**config.mk**
```make
export PLATFORM = sky130hd
export DESIGN_NAME = req_arbiter
export DESIGN_NICKNAME = d
export VERILOG_FILES = /design/src/rtl/req_arbiter.sv
export SDC_FILE = /design/constraint.sdc
export NUM_CORES = 1
export LEC_CHECK = 0
export BUFFER_PORTS_ARGS = -buffer_cell sky130_fd_sc_hd__buf_2
export CAP_MARGIN = 40
export CORE_ASPECT_RATIO = 1.2
export CORE_UTILIZATION = 40
export DETAILED_ROUTE_END_ITERATION = 6
export GPL_TIMING_DRIVEN = 0
export PLACE_DENSITY = 0.69
export SETUP_SLACK_MARGIN = 0.4
export SKIP_CTS_REPAIR_TIMING = 1
export SYNTH_ARGS = -nofsm -noshare
export SYNTH_HDL_FRONTEND = slang
export SYNTH_SLANG_ARGS = --single-unit
```
**constraint.sdc**
```tcl
create_clock -name clk -period 3.35 [get_ports clk]
set_input_delay 0.335 -clock clk [delete_from_list [all_inputs] [get_ports clk]]
set_output_delay 0.335 -clock clk [all_outputs]
set_load 0.03 [all_outputs]
```
**src/rtl/req_arbiter.sv**
```systemverilog
// Round-robin arbiter feeding the 8-to-3 encoder: one registered one-hot grant, held until ack or timeout.
// Optional macro ARB_STICKY_PENDING_EN keeps single-cycle request pulses in a pending register.
module req_arbiter #(
    parameter int N        = 8,
    parameter int HOLD_MAX = 15
) (
    input  logic         clk,
    input  logic         rst,
    input  logic [N-1:0] req,
    input  logic         ack,
    output logic [N-1:0] grant,
    output logic         grant_valid,
    output logic         timeout
);
    localparam int PW = $clog2(N);
    localparam int CW = $clog2(HOLD_MAX + 1);

    typedef enum logic {IDLE, GRANT} state_t;

    state_t         state, state_n;
    logic [PW-1:0]  ptr, ptr_n;
    logic [PW-1:0]  cur, cur_n;
    logic [CW-1:0]  cnt, cnt_n;
    logic [N-1:0]   grant_n;
    logic           grant_valid_n;
    logic           timeout_n;
    logic [N-1:0]   elig;
    logic [PW-1:0]  sel;
    logic           found;

`ifdef ARB_STICKY_PENDING_EN
    logic [N-1:0] pending, pending_n;

    assign elig = pending | req;

    // The bit granted on the issue edge is cleared even if it is re-requested on that edge.
    always_comb begin
        pending_n = pending | req;
        if (state == IDLE && found) begin
            pending_n[sel] = 1'b0;
        end
    end

    always_ff @(posedge clk or posedge rst) begin
        if (rst) begin
            pending <= '0;
        end else begin
            pending <= pending_n;
        end
    end
`else
    assign elig = req;
`endif

    // First eligible bit scanning ptr, ptr+1, ... with wrap.
    always_comb begin
        sel   = '0;
        found = 1'b0;
        for (int i = 0; i < N; i++) begin
            if (!found && elig[(int'(ptr) + i) % N]) begin
                found = 1'b1;
                sel   = PW'((int'(ptr) + i) % N);
            end
        end
    end

    always_comb begin
        state_n       = state;
        ptr_n         = ptr;
        cur_n         = cur;
        cnt_n         = cnt;
        grant_n       = grant;
        grant_valid_n = grant_valid;
        timeout_n     = 1'b0;
        case (state)
            IDLE: begin
                grant_n       = '0;
                grant_valid_n = 1'b0;
                if (found) begin
                    grant_n       = {{(N-1){1'b0}}, 1'b1} << sel;
                    grant_valid_n = 1'b1;
                    cur_n         = sel;
                    cnt_n         = '0;
                    state_n       = GRANT;
                end
            end
            GRANT: begin
                // ack takes priority over a timeout landing on the same edge.
                if (ack || cnt == CW'(HOLD_MAX - 1)) begin
                    grant_n       = '0;
                    grant_valid_n = 1'b0;
                    timeout_n     = !ack;
                    ptr_n         = (cur == PW'(N - 1)) ? '0 : cur + 1'b1;
                    state_n       = IDLE;
                end else begin
                    cnt_n = cnt + 1'b1;
                end
            end
            default: begin
                state_n       = IDLE;
                grant_n       = '0;
                grant_valid_n = 1'b0;
            end
        endcase
    end

    always_ff @(posedge clk or posedge rst) begin
        if (rst) begin
            state       <= IDLE;
            ptr         <= '0;
            cur         <= '0;
            cnt         <= '0;
            grant       <= '0;
            grant_valid <= 1'b0;
            timeout     <= 1'b0;
        end else begin
            state       <= state_n;
            ptr         <= ptr_n;
            cur         <= cur_n;
            cnt         <= cnt_n;
            grant       <= grant_n;
            grant_valid <= grant_valid_n;
            timeout     <= timeout_n;
        end
    end
endmodule
```
# Word level (Yosys, flattened, before mapping)
# Cells that the tools add are included.
# word_totals
register_bits	21
inputBits	11
output_inout_bits	10
# classes
order_cmp	8
reduce_logical	26
bitwise	8
add_sub_neg	9
n_shift	1
n_mux	53
n_eq_ne	5
# ops
cell	count
$lt A4 B5 Y1 const B	7
$mux W1	28
$mux W3	9
$bmux W1 S3	8
$reduce_or A3 Y1	7
$mux W8	2
$pmux W8 S2	1
$add A3 B3 Y3 const B	4
$logic_not A1 Y1	8
$mux W4	2
$pmux W4 S2	1
$shl A1 B3 Y8 const A	1
$and A1 B1 Y1 const A	7
$logic_and A1 B1 Y1	7
$add A3 B1 Y3 const B	2
$add A3 B2 Y3 const B	2
$reduce_and A2 Y1	3
$add A4 B1 Y4 const B	1
$eq A4 B4 Y1 const B	1
$lt A3 B4 Y1 const B	1
$ne A2 B2 Y1 const B	2
$pmux W1 S2	2
$eq A3 B3 Y1 const B	1
$ne A2 B1 Y1 const B	1
2 further kinds	2

# Depth between registers and ports, before layout
# logic_depth
depth_word	29
depth_mapped	13

# Least setup slack after synthesis
# Ideal clock, no wire load.
# synth_path
path_kind	register to register
startpoint	reg ptr[1]
endpoint	reg grant[1]
stages_incl_launch_ff	13
setup_slack_ns	0.166
period_less_slack_ns	3.184
arrival_time_ns	3.062
required_time_ns	3.229
path_cell_list	dfrtp_1 > buf_2 > buf_2 > inv_1 > ha_1 > mux4_2 > or4_1 > o311ai_1 > and3_4 > a41oi_1 > buf_4 > and3_4 > a32o_2
# synth_between
elab_chain_cells	27
word_cells_on_any_way	63
classes_between	add/sub: 7; shift: 1; mux: 41; reduce/logical: 14
# synth_lines
item	line_no	rtl
start: declaration	21	logic [PW-1:0] ptr, ptr_n;
start signal: assignment	118	ptr <= ptr_n;
$add A3 B1 Y3 / $bmux W1 S3 (equally long branches)	60, 62	
$bmux W1 S3 / $mux W1 (equally long branches)	60	if (!found && elig[(int'(ptr) + i) % N]) begin
$mux W1 (not written as such)	60	
$mux W1 (not written as such) / $logic_not A1 Y1 (equally long branches)	60	
$logic_and A1 B1 Y1	60	
$mux W1	60	
$logic_not A1 Y1	60	
$logic_and A1 B1 Y1	60	
[11 not listed]	-	
$logic_and A1 B1 Y1	60	
$mux W1	60	
$logic_not A1 Y1	60	
$logic_and A1 B1 Y1	60	
$mux W3	60	
$shl A1 B3 Y8	80	grant_n = {{(N-1){1'b0}}, 1'b1} << sel;
$mux W8 *	79	if (found) begin
$pmux W8 S2 *	75	case (state)
end signal: assignment	121	grant <= grant_n;
end: declaration	11	output logic [N-1:0] grant,
# Every way passes the cells marked *; elsewhere a longest branch is shown, timed or not. The select of a mux whose other input is x is not followed.
# A chain may end at the register's enable or synchronous reset.

# Final worst setup path
# layout_path
startpoint	reg ptr[0]
endpoint	reg grant[7]
# The elaborated chain is that of the path after synthesis.

==> flow_metrics.py <==
metrics = {
    "outcome": {
        "run_status": "completed",
    },
    "critical_path": {
        "cp.required_ps": 3500,
        "worstPathCellList": "buf_6 > clkbuf_16 > inv_6 > ha_4 > buf_6 > mux2i_1 > o221ai_1 > o311ai_4 > and3_4 > a41oi_2 > buf_6 > and3_4 > a32o_2",
        "cp-end-kind": "register",
        "worstPathArrival_ps": 3350,
        "r2r_setup_slack_ps": 150,
        "cp_slowest_cell": "dfrtp_1",
        "slowest_delay_ps": 370,
        "path_max_fanout": 10,
        "path_class": "reg2reg",
        "path_common_cell": "buf_6",
        "cp-start-kind": "register",
    },
    "detailed_routing": {
        "routedWlPerCell_um": 17.4,
        "drt-pass1-iter-count": 4,
        "postRouteAntennaNets": 0,
        "drt_iter0_drc": 114,
        "num_vias": 1646,
        "drc": 0,
        "vias_per_cell": 6.01,
        "routed_wl_um": 4770,
    },
    "logic_synthesis": {
        "synth_edf_count": 0,
        "syn_nets": 191,
        "synth_seq_cells": 21,
        "syn_area_um2": 1890,
        "synth_top_area_cell": "dfrtp_1",
        "synth_top_area_share_pct": 27.9,
        "synth_cell_types": 53,
        "syn-instance-count": 174,
        "synth_ff_type": "dfrtp_1",
        "postSynthAreaPerCell_um2": 10.8,
        "yosysWarnings": 0,
        "synth_seq_area_share_pct": 27.9,
        "post_synth_main_area_contributors": "dfrtp_1, mux4_2, mux2_2",
        "async_flop_share_pct": 100,
    },
    "timing": {
        "rsz0062_at_grt": "yes",
        "finalHoldViolCount": 0,
        "skew_ps": 1.38,
        "fin_crit_sh_pct": 95.6,
        "setup_viol": 0,
        "fin_tns_setup_ps": 0,
        "slew-limit-headroom_pct": 47.8,
        "fmax_ghz": 0.312,
        "worstMarginPinSlew_ps": 782,
        "slew_viol_final": 0,
        "setup_ws_ps": 149,
        "layout_min_cycle_time_ps": 3200,
    },
    "clock_network": {
        "cts.htree.levels": 1,
        "clk_latency_ps": 250,
        "cts_buffer_depth": 2,
        "cts_tree": "built",
        "cts.clk_slew.worst_paths_ps": 70,
        "clockRootBuffer": "clkbuf_8",
        "cts_buffers": 3,
        "cts_sinks": 21,
    },
    "placed_design": {
        "place_area_um2": 2110,
        "dp_cells": 252,
        "port_buffers": 20,
        "dpl.hpwl_um": 3280,
        "place_ws_ps": 72.1,
        "place.gp.congestion": 0.831,
    },
    "layout": {
        "n_antenna_cell": 0,
        "stdcell_count": 274,
        "fin_area_um2": 2410,
        "syn_to_final_growth_pct": 27.7,
        "final_cell_mix": "buf_2, dfrtp_1, buf_4",
        "final_net_count": 234,
        "final_common_cell": "buf_2",
        "drive_above_1_share_pct": 49.1,
    },
    "floorplanning": {
        "die_x_um": 64.7,
        "rows": 27,
        "die-area_um2": 5000,
        "ioPinCount": 21,
        "die_h_um": 77.2,
        "core_area_um2": 4560,
        "start_util_pct": 41.4,
    },
    "job": {
        "maxCapViolCount": 0,
    },
    "hold_path": {
        "min_path_type": "in2async",
    },
    "grt": {
        "grt_pass1_wl_um": 7140,
        "grt_max_degree": 22,
        "antenna_found_initial": 0,
        "grt_pass1_vias": 1543,
        "gr-usage-all-layers_pct": 18.2,
        "grt-ovfl-total": 0,
    },
}
## worst paths after layout
check | start | to | cells past startpoint
setup / recovery | ptr[0] | grant[7] | 13
hold / removal | rst | grant_valid | 2
setup reg to reg | ptr[0] | grant[7] | 13
hold reg to reg | grant[6] | grant[6] | 1
max in group asynchronous | rst | cur[2] | 2
min in group clk | ack | timeout | 3
## cells in the mapped netlist (4+ instances only)
master     n
buf_2      4
o21ai_0    6
a21oi_1    5
inv_1      9
mux2i_1   10
xor2_1     4
nand2b_1   5
a32o_1     4
a32o_2     4
mux2_2    12
nor2_1    12
nand2_1    8
dfrtp_1   21
mux4_2     8
mux4_1     4
ha_1       6
## cell type report
class	count	area [µm²]
multi-input combinational	133	1380
buffer	11	114
fill	413	2150
inverter	9	41.3
timing repair buffer	38	235
clock buffer	4	45.0
tap	58	72.6
sequential	21	526
## through the flow
step	hold slack, ps	utilization (%)
floorplan	312	-
global placement	457	46.3
detailed placement	481	46.3
CTS	239	47.3
global route	281	52.8
finish	213	52.8
## metal layers
metal | share of wire, % | global-route usage, %
met5 | 0 | 0
met4 | 3.7 | 7.56
met3 | 4.2 | 1.04
met2 | 52 | 31.7
met1 | 40 | 23.1
## state kept, by name (all words and copies together), names as in the netlist
signal and cells:
grant_valid 1, cnt 4, timeout 1, ptr 3, grant 8, cur 3
state 1
## worst max-delay path: cells and delay by family (launching register included)
family / cells / cell delay, ps
AND/OR/NAND/NOR: 2 / 460
buffers and inverters: 5 / 650
adder cells (fa/ha/maj): 1 / 290
AO/OA/AOI/OAI: 4 / 1040
flip-flops: 1 / 370
multiplexers: 1 / 280
## logic make-up after synthesis
logic type               after synthesis  synth area share (%)
AO/OA/AOI/OAI                         45                  19.1
buffers and inverters                 20                  6.17
adder cells (fa/ha/maj)                6                  3.98
XOR/XNOR                               4                  1.86
AND/OR/NAND/NOR                       42                  11.7
flip-flops                            21                  27.9
multiplexers                          36                  29.4
Power is not shown: default switching activity piles up to over one toggle a cycle in this logic, so the estimate is an artifact.
